$ cat src/rtl/draw_rect_physics_ctl.sv
// rtl/draw_rect_physics_ctl.sv - drag, drop, gravity and damped-bounce position controller for the rectangle
module draw_rect_physics_ctl #(
  parameter int SCREEN_W   = 800,
  parameter int SCREEN_H   = 600,
  parameter int RECT_W     = 48,
  parameter int RECT_H     = 64,
  parameter int FRAC       = 8,
  parameter int GRAVITY    = 64,
  parameter int V_MAX      = 4096,
  parameter int V_MIN      = 256,
  parameter int DAMP_SHIFT = 2
) (
  input  logic        clk,
  input  logic        rst,
  input  logic        frame_tick,
  input  logic        mouse_left,
  input  logic        mouse_right,
  input  logic [11:0] mouse_x,
  input  logic [11:0] mouse_y,
  output logic [11:0] xpos,
  output logic [11:0] ypos,
  output logic [1:0]  state,
  output logic [7:0]  bounce_cnt
);

  localparam int YW = 12 + FRAC;
  localparam int SW = YW + 1;

  localparam logic [11:0]   FLOOR    = 12'(SCREEN_H - RECT_H);
  localparam logic [11:0]   XMAX     = 12'(SCREEN_W - RECT_W);
  localparam logic [YW-1:0] FLOOR_FP = YW'((SCREEN_H - RECT_H) << FRAC);
  localparam logic [YW-1:0] GRAV     = YW'(GRAVITY);
  localparam logic [YW-1:0] VMAX     = YW'(V_MAX);
  localparam logic [YW-1:0] VMIN     = YW'(V_MIN);

  typedef enum logic [1:0] {
    HOLD = 2'd0,
    FALL = 2'd1,
    RISE = 2'd2,
    REST = 2'd3
  } state_t;

  state_t        st;
  logic [YW-1:0] y_fp;
  logic [YW-1:0] vel;

  // Mouse-follow position, clamped so the rectangle stays on screen
  logic [11:0]   x_clamp;
  logic [11:0]   y_clamp;
  logic [YW-1:0] y_hold_fp;

  assign x_clamp   = (mouse_x > XMAX)  ? XMAX  : mouse_x;
  assign y_clamp   = (mouse_y > FLOOR) ? FLOOR : mouse_y;
  assign y_hold_fp = {y_clamp, {FRAC{1'b0}}};

  // Falling step: accelerate, saturate, then test for floor contact
  logic [SW-1:0] v_sum;
  logic [YW-1:0] v_fall;
  logic [SW-1:0] y_sum;
  logic          hit_floor;
  logic [YW-1:0] v_damp;
  logic [7:0]    bcnt_inc;

  assign v_sum     = {1'b0, vel} + {1'b0, GRAV};
  assign v_fall    = (v_sum > {1'b0, VMAX}) ? VMAX : v_sum[YW-1:0];
  assign y_sum     = {1'b0, y_fp} + {1'b0, v_fall};
  assign hit_floor = (y_sum >= {1'b0, FLOOR_FP});
  assign v_damp    = v_fall - (v_fall >> DAMP_SHIFT);
  assign bcnt_inc  = (bounce_cnt == 8'hFF) ? bounce_cnt : bounce_cnt + 8'd1;

  // Rising step: decelerate, then move up by the reduced velocity
  logic [YW-1:0] v_rise;
  logic          rise_stop;
  logic          rise_under;
  logic [YW-1:0] y_rise;

  assign rise_stop  = (vel <= GRAV);
  assign v_rise     = vel - GRAV;
  assign rise_under = (y_fp < v_rise);
  assign y_rise     = y_fp - v_rise;

  assign state = st;

  always_ff @(posedge clk) begin
    if (rst) begin
      st         <= HOLD;
      xpos       <= 12'd0;
      ypos       <= 12'd0;
      y_fp       <= '0;
      vel        <= '0;
      bounce_cnt <= 8'd0;
    end else if (mouse_right) begin
      st         <= HOLD;
      xpos       <= x_clamp;
      ypos       <= y_clamp;
      y_fp       <= y_hold_fp;
      vel        <= '0;
      bounce_cnt <= 8'd0;
    end else begin
      case (st)
        HOLD: begin
          xpos <= x_clamp;
          ypos <= y_clamp;
          y_fp <= y_hold_fp;
          vel  <= '0;
          if (mouse_left) st <= FALL;
        end
        FALL: begin
          if (frame_tick) begin
            if (hit_floor) begin
              y_fp       <= FLOOR_FP;
              ypos       <= FLOOR;
              bounce_cnt <= bcnt_inc;
              if (v_damp < VMIN) begin
                vel <= '0;
                st  <= REST;
              end else begin
                vel <= v_damp;
                st  <= RISE;
              end
            end else begin
              y_fp <= y_sum[YW-1:0];
              ypos <= y_sum[YW-1:FRAC];
              vel  <= v_fall;
            end
          end
        end
        RISE: begin
          if (frame_tick) begin
            if (rise_stop) begin
              vel <= '0;
              st  <= FALL;
            end else if (rise_under) begin
              y_fp <= '0;
              ypos <= 12'd0;
              vel  <= '0;
              st   <= FALL;
            end else begin
              vel  <= v_rise;
              y_fp <= y_rise;
              ypos <= y_rise[YW-1:FRAC];
            end
          end
        end
        REST: begin
        end
        default: st <= HOLD;
      endcase
    end
  end

endmodule

$ cat config.mk
export PLATFORM = sky130hd
export DESIGN_NAME = draw_rect_physics_ctl
export DESIGN_NICKNAME = d
export VERILOG_FILES = /design/src/rtl/draw_rect_physics_ctl.sv
export SDC_FILE = /design/constraint.sdc
export NUM_CORES = 1
export LEC_CHECK = 0
export BUFFER_PORTS_ARGS = -buffer_cell sky130_fd_sc_hd__buf_2
export CORE_MARGIN = 2
export CORE_UTILIZATION = 61
export CTS_CLUSTER_DIAMETER = 100
export DETAILED_ROUTE_END_ITERATION = 10
export HOLD_SLACK_MARGIN = 0.02
export PLACE_DENSITY_LB_ADDON = 0.12
export SLEW_MARGIN = 20
export SYNTH_ARGS = -nofsm -noshare
export SYNTH_HDL_FRONTEND = slang
export SYNTH_SLANG_ARGS = --single-unit
$ cat constraint.sdc
create_clock -name clk -period 7.1 [get_ports clk]
set_input_delay 2.13 -clock clk [delete_from_list [all_inputs] [get_ports clk]]
set_output_delay 2.13 -clock clk [all_outputs]
set_load 0.02 [all_outputs]
-- Yosys cells after proc, flatten, opt, wreduce, memory -nomap -nowiden
Index checks and enable logic that the tools add are counted.
- reductions and logical operators: 10
- magnitude comparators: 7
- equality and inequality tests: 12
- $mul: 0
- bitwise operators: 1
- divide/modulo/power cells: 0
- add/sub/neg operators: 6
- mux-type cells: 34
- shift operators: 0
- operators with widths (cell ; count):
    20-bit two-way mux ; 13
    12-bit two-way mux ; 10
    20-bit case mux with 3 select lines ; 2
    12-bit case mux with 3 select lines ; 1
    12-bit by 10-bit > comparator with 1-bit output (second input constant) ; 2
    20-bit by 20-bit adder with 21-bit output ; 1
    20-bit by 7-bit adder with 21-bit output (second input constant) ; 1
    21-bit by 18-bit greater-or-equal comparator with 1-bit output (second input constant) ; 1
    21-bit by 13-bit > comparator with 1-bit output (second input constant) ; 1
    20-bit by 7-bit less-or-equal comparator with 1-bit output (second input constant) ; 1
    20-bit less-than comparator ; 1
    20-bit by 9-bit less-than comparator with 1-bit output (second input constant) ; 1
    20-bit by 18-bit subtractor with 20-bit output ; 1
    20-bit subtractor ; 1
    20-bit by 7-bit subtractor with 20-bit output (second input constant) ; 1
    2-bit two-way mux ; 6
    3-bit inequality test (second input constant) ; 4
    4-bit AND reduction ; 3
    2-bit inequality test (second input constant) ; 5
    8-bit by 1-bit adder with 8-bit output (second input constant) ; 1
    8-bit equality test (second input constant) ; 1
    2-bit case mux with 3 select lines ; 1
    6-bit AND reduction ; 1
    4-bit nonzero test ; 1
    other kinds (9) ; 9
- bits in read-only memories: 0
- word-level logic and storage cells: 77
- bits in registers: 74
- bits of input ports: 29
- bits in latches: 0
- memories: 0
- bits in writable memories: 0
- output and inout bits: 34

-- Longest topological paths before layout
Gate-level depths: netlist of run 1.
- depth in word-level cells: 9
- depth in mapped cells: 24
- depth with buffers taken out: 21

-- Worst setup path after synthesis of run 1
Ideal clock, no wire load.
- path kind: register -> register
- start: register vel[8]
- end: register ypos[2]
- period minus slack after synthesis: 5.133 ns
- arrival: 5.042 ns
- cell stages (with the launch flop): 25
- setup slack: 1.967 ns
- library setup time: 0.091 ns
- buffers on the path: 3
- required time: 7.009 ns
- cells stage by stage: dfxtp_1 > clkbuf_1 > and3_1 > and2_1 > nand4_1 > mux2i_1 > nand3_1 > a21oi_1 > clkbuf_1 > nand2_1 > inv_1 > ha_1 > inv_1 > fa_1 > nand2b_1 > a21oi_1 > o21ai_1 > a311oi_1 > xnor2_1 > nor2b_1 > o41a_1 > or2_1 > buf_6 > or4_1 > a311oi_1
- longest elaborated chain between the ends: 9
- elaborated cells on any way between the ends: 18
- those cells by class: add/sub: 4; order compare: 4; eq/ne: 1; mux: 8; reduce/logical: 1
- ends and longest elaborated chain (what ; line ; text):
    start, declared ; 45 ; logic [YW-1:0] vel;
    start signal, assigned ; 118 ; vel <= v_damp;
    start signal, assigned ; 124 ; vel <= v_fall;
    start signal, assigned ; 139 ; vel <= v_rise;
    20-bit by 7-bit adder with 21-bit output ; 64 ; assign v_sum = {1'b0, vel} + {1'b0, GRAV};
    21-bit by 13-bit > comparator with 1-bit output ; 65 ; assign v_fall = (v_sum > {1'b0, VMAX}) ? VMAX : v_sum[YW-1:0];
    20-bit two-way mux ; 65 ;
    20-bit by 20-bit adder with 21-bit output ; 66 ; assign y_sum = {1'b0, y_fp} + {1'b0, v_fall};
    21-bit by 18-bit greater-or-equal comparator with 1-bit output ; 67 ; assign hit_floor = (y_sum >= {1'b0, FLOOR_FP});
    12-bit two-way mux ; 110 ; if (hit_floor) begin
    12-bit two-way mux ; 109 ; if (frame_tick) begin
    12-bit case mux with 3 select lines ; 100 ; case (st)
    12-bit two-way mux ; 92 ; end else if (mouse_right) begin
    end signal, assigned ; 95 ; ypos <= y_clamp;
    end signal, assigned ; 103 ; ypos <= y_clamp;
    end signal, assigned ; 123 ; ypos <= y_sum[YW-1:FRAC];
    end, declared ; 21 ; output logic [11:0] ypos,
Several ways; a longest one is shown, not always the timed one. The select of a mux whose other input is x is not followed.
A chain may end at the register's enable or synchronous reset.

-- Worst setup path after layout of run 1
- start: register vel[8]
- end: register vel[4]
- longest elaborated chain between the ends: 9
- elaborated cells on any way between the ends: 17
- those cells by class: add/sub: 4; order compare: 5; mux: 8
- ends and longest elaborated chain (what ; line ; text):
    20-bit by 7-bit adder with 21-bit output ; 64 ;
    21-bit by 13-bit > comparator with 1-bit output ; 65 ;
    20-bit two-way mux ; 65 ;
    20-bit by 18-bit subtractor with 20-bit output ; 68 ; assign v_damp = v_fall - (v_fall >> DAMP_SHIFT);
    20-bit by 9-bit less-than comparator with 1-bit output ; 114 ; if (v_damp < VMIN) begin
    20-bit two-way mux ; 114 ;
    20-bit two-way mux ; 110 ;
    20-bit two-way mux ; 109 ;
    20-bit case mux with 3 select lines (*) ; 100 ;
Mark *: on every way between the ends. The rest lies on a longest branch, timed or not. The select of a mux whose other input is x is not followed.

==> impl_metrics.csv, run 1 <==
group,metric,value,unit
synth,yosysTopAreaCell,"dfxtp_1",
routing,drt-initial-drc-count,700,
worst_setup_path,crit_fanout,19,
sta,min_period_over_period,80.0,%
floorplanning,die_x,108,µm
cells_and_area,drive_gt1_share,10.4,%
sta,report.final.slew_viol_count,0,
clock_network,holdBufCountCts,0,
clock_network,htree_num_levels,3,
place,post_dp_cell_area,0.00691,mm²
worst_setup_path,cp_slowest_cell,"nor2_2",
clock_network,cts_tree,"built",
worst_setup_path,required,7.38,ns
pwr,p_per_area,134,mW/mm²
floorplanning,initial_core_util,63.1,%
clock_network,cts_inserted_buffers,9,
synth,seq_area_frac_synth,19.0,%
run,maxCapViolations,0,
sta,worst_pin_slew,1.01,ns
pwr,power_leakage,0.00319,µW
floorplanning,dieArea,0.0116,mm²
grt,grt_pass1_wl,31800,µm
place,hpwl,15600,µm
synth,netlist_top_cells_area,"dfxtp_1 (19%), ha_1 (13%), nor2_1 (5.4%), a21oi_1 (5.1%), xnor2_1 (5.0%)",
synth,yosysTopAreaCellShare,19.0,%
clock_network,cts_resized,0,
sta,finalHoldViolCount,0,
sta,fin_setup_tns,0,ns
floorplanning,io_pins,63,
cells_and_area,syn2layout_area_growth,8.14,%
synth,async_reset_ff_share,0,%
sta,grt_setup_unrepaired,"false",
floorplanning,core,0.0104,mm²
routing,via_count,6923,
routing,routed_wirelength,19700,µm
place,port_buffers,62,
worst_setup_path,startpoint_type,"flop",
worst_setup_path,crit_type,"reg2reg",
worst_setup_path,arrival,5.96,ns
grt,grt_max_degree,31,
floorplanning,placementRows,37,
cells_and_area,diodes,0,
clock_network,cts.path.max_buffers,2,
synth,synth_edf_count,0,
routing,antenna_left,0,
synth,syn_area,0.00655,mm²
routing,dr.pass1.iters,6,
grt,grt_pass1_vias,6476,
worst_setup_path,path_cells,"and3_1, and2_1, nand4_1, mux2i_1, nand3_1, a21oi_1, buf_4, and2_1, ha_1, a211oi_1, o31ai_2, a31oi_2, nand2_1, a211o_1, a21o_1, o41a_1, nor2_2, a41oi_1, o22ai_1",
place,place_ws,1.18,ns
cells_and_area,fin_area,0.00708,mm²
floorplanning,dieHeight,108,µm
clock_network,clk_latency,0.36,ns
synth,synthDistinctLibCells,71,
sta,finClkSkew,0.00612,ns
cells_and_area,fillers,910,
sta,fin_ws,1.42,ns
synth,synth_ff_type,"dfxtp_1",
status,status,"complete, no violations",
clock_network,cts_setup_buffers,0,
worst_setup_path,end_kind,"flop",
clock_network,cts_root_buf,"clkbuf_8",
pwr,ir_drop,0.0753,mV
routing,wl_per_cell,18.4,µm
grt,grt.overflow.total,0,
synth,ys_ff_latch,62,
routing,avgViaCountPerCell,6.47,
cells_and_area,nets,1029,
pwr,p_total,951,µW
cells_and_area,stdcell_count,1070,
grt,grt_usage,34.5,%
min_path,hold_class,"reg2reg",
synth,avgSynthCellArea,7.46,µm²
place,finalWeightedCongestion,0.988,
synth,yosysWarnings,0,
sta,max_freq,176,MHz
sta,setup_violations,0,
synth,syn_inst,878,
clock_network,clk_pin_slew_worst_paths,0.08,ns
grt,antenna_found_initial,0,
sta,fin_crit,5.68,ns
clock_network,numClockSinks,62,
worst_setup_path,critical-path-max-stage-delay,0.61,ns
sta,maxSlewHeadroom,32.1,%
routing,drc,0,
worst_setup_path,critPathMostFrequentCell,"and2_1",
synth,synth_commonest_cells,"nor2_1 (95), nand2_1 (69), ha_1 (68)",
place,dp_cells,1054,
synth,synth_most_common_cell,"nor2_1",
-- layout make-up --
cell class / instances / area [µm²] / area share, %
multi-input combinational: 751 / 5020 / 70.9
clock inverter: 6 / 38.8 / 0.548
timing repair buffer: 65 / 333 / 4.70
sequential: 62 / 1240 / 17.5
clock buffer: 10 / 128 / 1.80
inverter: 40 / 150 / 2.12
tap: 136 / 170 / 2.40
-- critical path: cells and delay by family (launching register included) --
| kind | cells | cell delay (ns) |
|---|---|---|
| compound gates | 9 | 2.73 |
| simple gates | 7 | 1.55 |
| flops | 1 | 0.56 |
| fa+ha+maj | 1 | 0.35 |
| buf+inv | 1 | 0.21 |
| mux | 1 | 0.18 |
-- routing by layer --
layer	track usage [%]	up-vias	share of wire, %	wire [µm]
met1	43.8	3220	42	8300
li1	-	3313	-	-
met5	0	-	0	0
met2	56.8	313	46	9020
met3	5.45	77	7.1	1410
met4	16.6	0	4.9	955
-- report_power, final --
group | switching [µW] | internal [µW] | leakage [µW]
registers | 14.6 | 358 | 0.000503
logic | 185 | 106 | 0.00261
clock network | 163 | 125 | 0.0000820
-- placed cells by master (no fill, tap or decap), types with 4 or more instances in the layout --
| cell type | netlist | final |
|---|---|---|
| a211oi_1 | 12 | 12 |
| o221ai_1 | 8 | 8 |
| o21ai_1 | 4 | 4 |
| mux2i_1 | 11 | 11 |
| nor2_1 | 95 | 94 |
| nand3_1 | 21 | 21 |
| o21ai_0 | 44 | 44 |
| o22ai_1 | 10 | 10 |
| a21o_1 | 14 | 14 |
| and3_1 | 12 | 12 |
| buf_2 | 0 | 62 |
| o21bai_1 | 4 | 4 |
| a21oi_1 | 67 | 67 |
| dfxtp_1 | 62 | 62 |
| nor4_1 | 6 | 6 |
| a311oi_1 | 5 | 5 |
| nand2_1 | 69 | 69 |
| o31ai_1 | 9 | 9 |
| xor2_1 | 22 | 22 |
| ha_1 | 68 | 68 |
| nor3_1 | 31 | 31 |
| xnor2_1 | 37 | 37 |
| nand4_1 | 7 | 7 |
| clkbuf_8 | 0 | 9 |
| a211o_1 | 6 | 6 |
| or4_1 | 7 | 7 |
| a22oi_1 | 7 | 7 |
| inv_1 | 40 | 40 |
| o21a_1 | 13 | 13 |
| o211ai_1 | 5 | 5 |
| a31oi_1 | 14 | 14 |
| nand2b_1 | 17 | 17 |
| nor2b_1 | 13 | 13 |
| or3_1 | 11 | 11 |
| conb_1 | 2 | 19 |
| or2_2 | 7 | 7 |
| and2_1 | 11 | 11 |
| a221o_1 | 8 | 8 |
| a2111oi_0 | 4 | 4 |
| nor3b_1 | 6 | 6 |
-- path summary, 6_finish.rpt --
kind / depth (start not counted) / endpoint / startpoint / slack [ns]
setup / recovery: 19 / vel[4] / vel[8] / 1.42
hold / removal: 2 / xpos[8] / xpos[8] / 0.46
setup reg to reg: 19 / vel[4] / vel[8] / 1.42
hold reg to reg: 2 / xpos[8] / xpos[8] / 0.46
-- through the flow --
stage | hold WS (ns) | util (%)
after floorplan | 0.466 | -
after global placement | 0.441 | 66.6
after detailed placement | 0.454 | 66.6
after CTS | 0.464 | 68.2
after global routing | 0.486 | 68.3
final | 0.464 | 68.3
-- cell families after synthesis --
logic type | count (synthesis) | share of synthesized area, %
compound gates | 269 | 27.9
xor+xnor | 59 | 7.89
fa+ha+maj | 71 | 13.9
buf+inv | 82 | 5.50
flops | 62 | 19.0
mux | 11 | 1.68
other cells | 2 | 0.115
simple gates | 322 | 24.1
-- registers in the layout (all words and copies together), names as in the netlist --
register	flops
vel	20
xpos	12
ypos	12
bounce_cnt	8
y_fp	8
state	2
(Power assumes the default switching activity.)
==> run 2, diff against run 1 <==
==> constraint.sdc (replaced) <==
create_clock -name clk -period 5.85 [get_ports clk]
set_input_delay 1.755 -clock clk [delete_from_list [all_inputs] [get_ports clk]]
set_output_delay 1.755 -clock clk [all_outputs]
set_load 0.02 [all_outputs]
==> run 2 against run 1 <==
First-iteration DRC count fell by 17%. Setup slack worse by 1.0 ns. Final cell count rose by 0.19%. Global-route usage fell by 1.0 points. Die area unchanged.
==> impl_metrics.csv, run 2 (synthesis results as in run 1) <==
group,metric,value,unit
grt,grt_pass1_wl,30900,µm
cells_and_area,drive_gt1_share,10.8,%
worst_setup_path,r2r_slack,0.39,ns
min_path,hold_class,"reg2reg",
worst_setup_path,end_kind,"flop",
min_path,holdCritStartpoint,"xpos[8]",
routing,drc,0,
cells_and_area,largest_reg_flops,20,
clock_network,numClockSinks,62,
worst_setup_path,rr_worst_depth,20,
clock_network,cts_setup_buffers,0,
sta,fin_setup_tns,0,ns
floorplanning,dieArea,0.0116,mm²
place,hpwl,15200,µm
sta,worst_pin_slew,0.938,ns
routing,drt-initial-drc-count,582,
worst_setup_path,startpoint_type,"flop",
worst_setup_path,path_cells,"and3_1, and2_1, nand4_1, mux2i_1, nand3_1, a21oi_1, buf_4, and2_1, ha_1, a21oi_1, o21ai_1, a311o_1, a21oi_2, xnor2_1, nor2b_1, o41a_1, nor2_1, buf_4, a41oi_1, o22ai_1",
routing,antenna_left,0,
cells_and_area,stdcell_count,1072,
floorplanning,io_pins,63,
pwr,ir_drop,0.0969,mV
sta,setup_violations,0,
worst_setup_path,crit_type,"reg2reg",
floorplanning,core,0.0104,mm²
clock_network,cts.path.max_buffers,2,
floorplanning,dieHeight,108,µm
place,dp_cells,1056,
grt,grt.overflow.total,0,
cells_and_area,top_regs,"vel x20, xpos x12, ypos x12",
worst_setup_path,crit_fanout,15,
worst_setup_path,rr_endpoint,"vel[0]",
clock_network,clk_latency,0.36,ns
cells_and_area,syn2layout_area_growth,8.94,%
sta,min_period_over_period,93.4,%
floorplanning,die_x,108,µm
cells_and_area,nets,1031,
clock_network,holdBufCountCts,0,
sta,finalHoldViolCount,0,
sta,max_freq,183,MHz
cells_and_area,regMostFlops,"vel",
cells_and_area,diodes,0,
grt,antenna_found_initial,0,
worst_setup_path,critical-path-max-stage-delay,0.51,ns
grt,grt_usage,33.4,%
sta,finClkSkew,0.00751,ns
grt,grt_max_degree,31,
sta,maxSlewHeadroom,37.1,%
clock_network,htree_num_levels,3,
sta,report.final.slew_viol_count,0,
cells_and_area,final_cell_mix,"nor2_1 (95), nand2_1 (69), ha_1 (68)",
grt,grt_pass1_vias,6399,
min_path,min_to,"xpos[8]",
routing,wl_per_cell,17.9,µm
min_path,worstHoldPathCells,2,
worst_setup_path,required,6.13,ns
worst_setup_path,cp_slowest_cell,"dfxtp_1",
place,port_buffers,62,
pwr,power_leakage,0.00323,µW
worst_setup_path,cpLargestDelayFamily,"compound AO/OA/AOI/OAI gates",
clock_network,cts_tree,"built",
clock_network,cts_root_buf,"clkbuf_8",
routing,dr.pass1.iters,5,
sta,grt_setup_unrepaired,"false",
clock_network,clk_pin_slew_worst_paths,0.08,ns
worst_setup_path,r2r-start,"vel[9]",
status,status,"complete, no violations",
clock_network,cts_inserted_buffers,9,
routing,via_count,6845,
run,maxCapViolations,0,
cells_and_area,layout_commonest_cell,"nor2_1",
sta,fin_crit,5.46,ns
worst_setup_path,path_buf_inv,2,
worst_setup_path,arrival,5.74,ns
routing,routed_wirelength,19200,µm
cells_and_area,regArea,0.00124,mm²
floorplanning,placementRows,37,
cells_and_area,multiInputGateArea,0.00502,mm²
floorplanning,initial_core_util,63.1,%
pwr,p_per_area,170,mW/mm²
routing,avgViaCountPerCell,6.39,
place,finalWeightedCongestion,0.981,
cells_and_area,fillers,910,
[run 2: changes by cell type in the layout (fill, tap and decap cells not counted), moves of 2 or more]
cell        change
buf_4           +2
dfxtp_2         +2
clkinvlp_4      -2
dfxtp_1         -2
[run 2: worst register-to-register path, stage by stage (launching register included)]
cell	delay, ns
dfxtp_1	0.51
and3_1	0.24
and2_1	0.15
nand4_1	0.11
mux2i_1	0.18
nand3_1	0.11
a21oi_1	0.31
buf_4	0.23
and2_1	0.25
ha_1	0.32
a21oi_1	0.29
o21ai_1	0.18
a311o_1	0.41
a21oi_2	0.16
xnor2_1	0.09
nor2b_1	0.14
o41a_1	0.51
nor2_1	0.34
buf_4	0.29
a41oi_1	0.29
o22ai_1	0.29
[run 2: worst max path at each step]
stage / startpoint / cells past startpoint / endpoint / slack [ns]
3_5_place_dp: vel[6] / 21 / vel[0] / 0.48
4_1_cts: vel[8] / 22 / vel[0] / 0.45
3_3_place_gp: vel[8] / 22 / vel[0] / 0.65
6_report: vel[9] / 20 / vel[0] / 0.39
2_1_floorplan: vel[8] / 24 / ypos[2] / 0.72
5_1_grt: vel[9] / 22 / vel[0] / 0.02
[run 2: per-layer routing]
metal,up-vias,share of wire (%),global-route usage (%)
met2,237,49,58.2
li1,3317,-,-
met1,3250,43,42.2
met3,41,5.0,3.51
met5,-,0,0
met4,0,2.9,13.2
[run 2: through the flow]
stage          setup WS (ns)  total power, µW  util (%)  hold slack (ns)  cell area (µm²)
2_1_floorplan          0.717              722         -            0.466             6610
3_3_place_gp           0.653              797      66.8            0.442             6930
3_5_place_dp           0.483              806      66.8            0.452             6930
4_1_cts                0.453             1200      68.7            0.463             7120
5_1_grt               0.0203             1260      68.8            0.473             7130
6_report               0.385             1210      68.8            0.456             7130
[run 2: repair_timing]
action,4_1_cts,5_1_grt
setup endpoints to repair,0,6
resized for setup,0,2
hold endpoints to repair,0,0
[run 2: area by class of cell]
cell class | instances | share of cell area (%)
clock inverters | 5 | 0.807
flip-flops and latches | 62 | 17.4
multi-input cells | 751 | 70.4
repair buffers | 67 | 4.88
inverters | 40 | 2.11
well taps | 136 | 2.39
clock buffers | 11 | 1.98
[run 2: power breakdown]
group	internal [µW]	switching, µW	total, µW
Combinational	132	224	356
Sequential	435	17.8	453
Clock	210	196	406
Total	776	438	1210
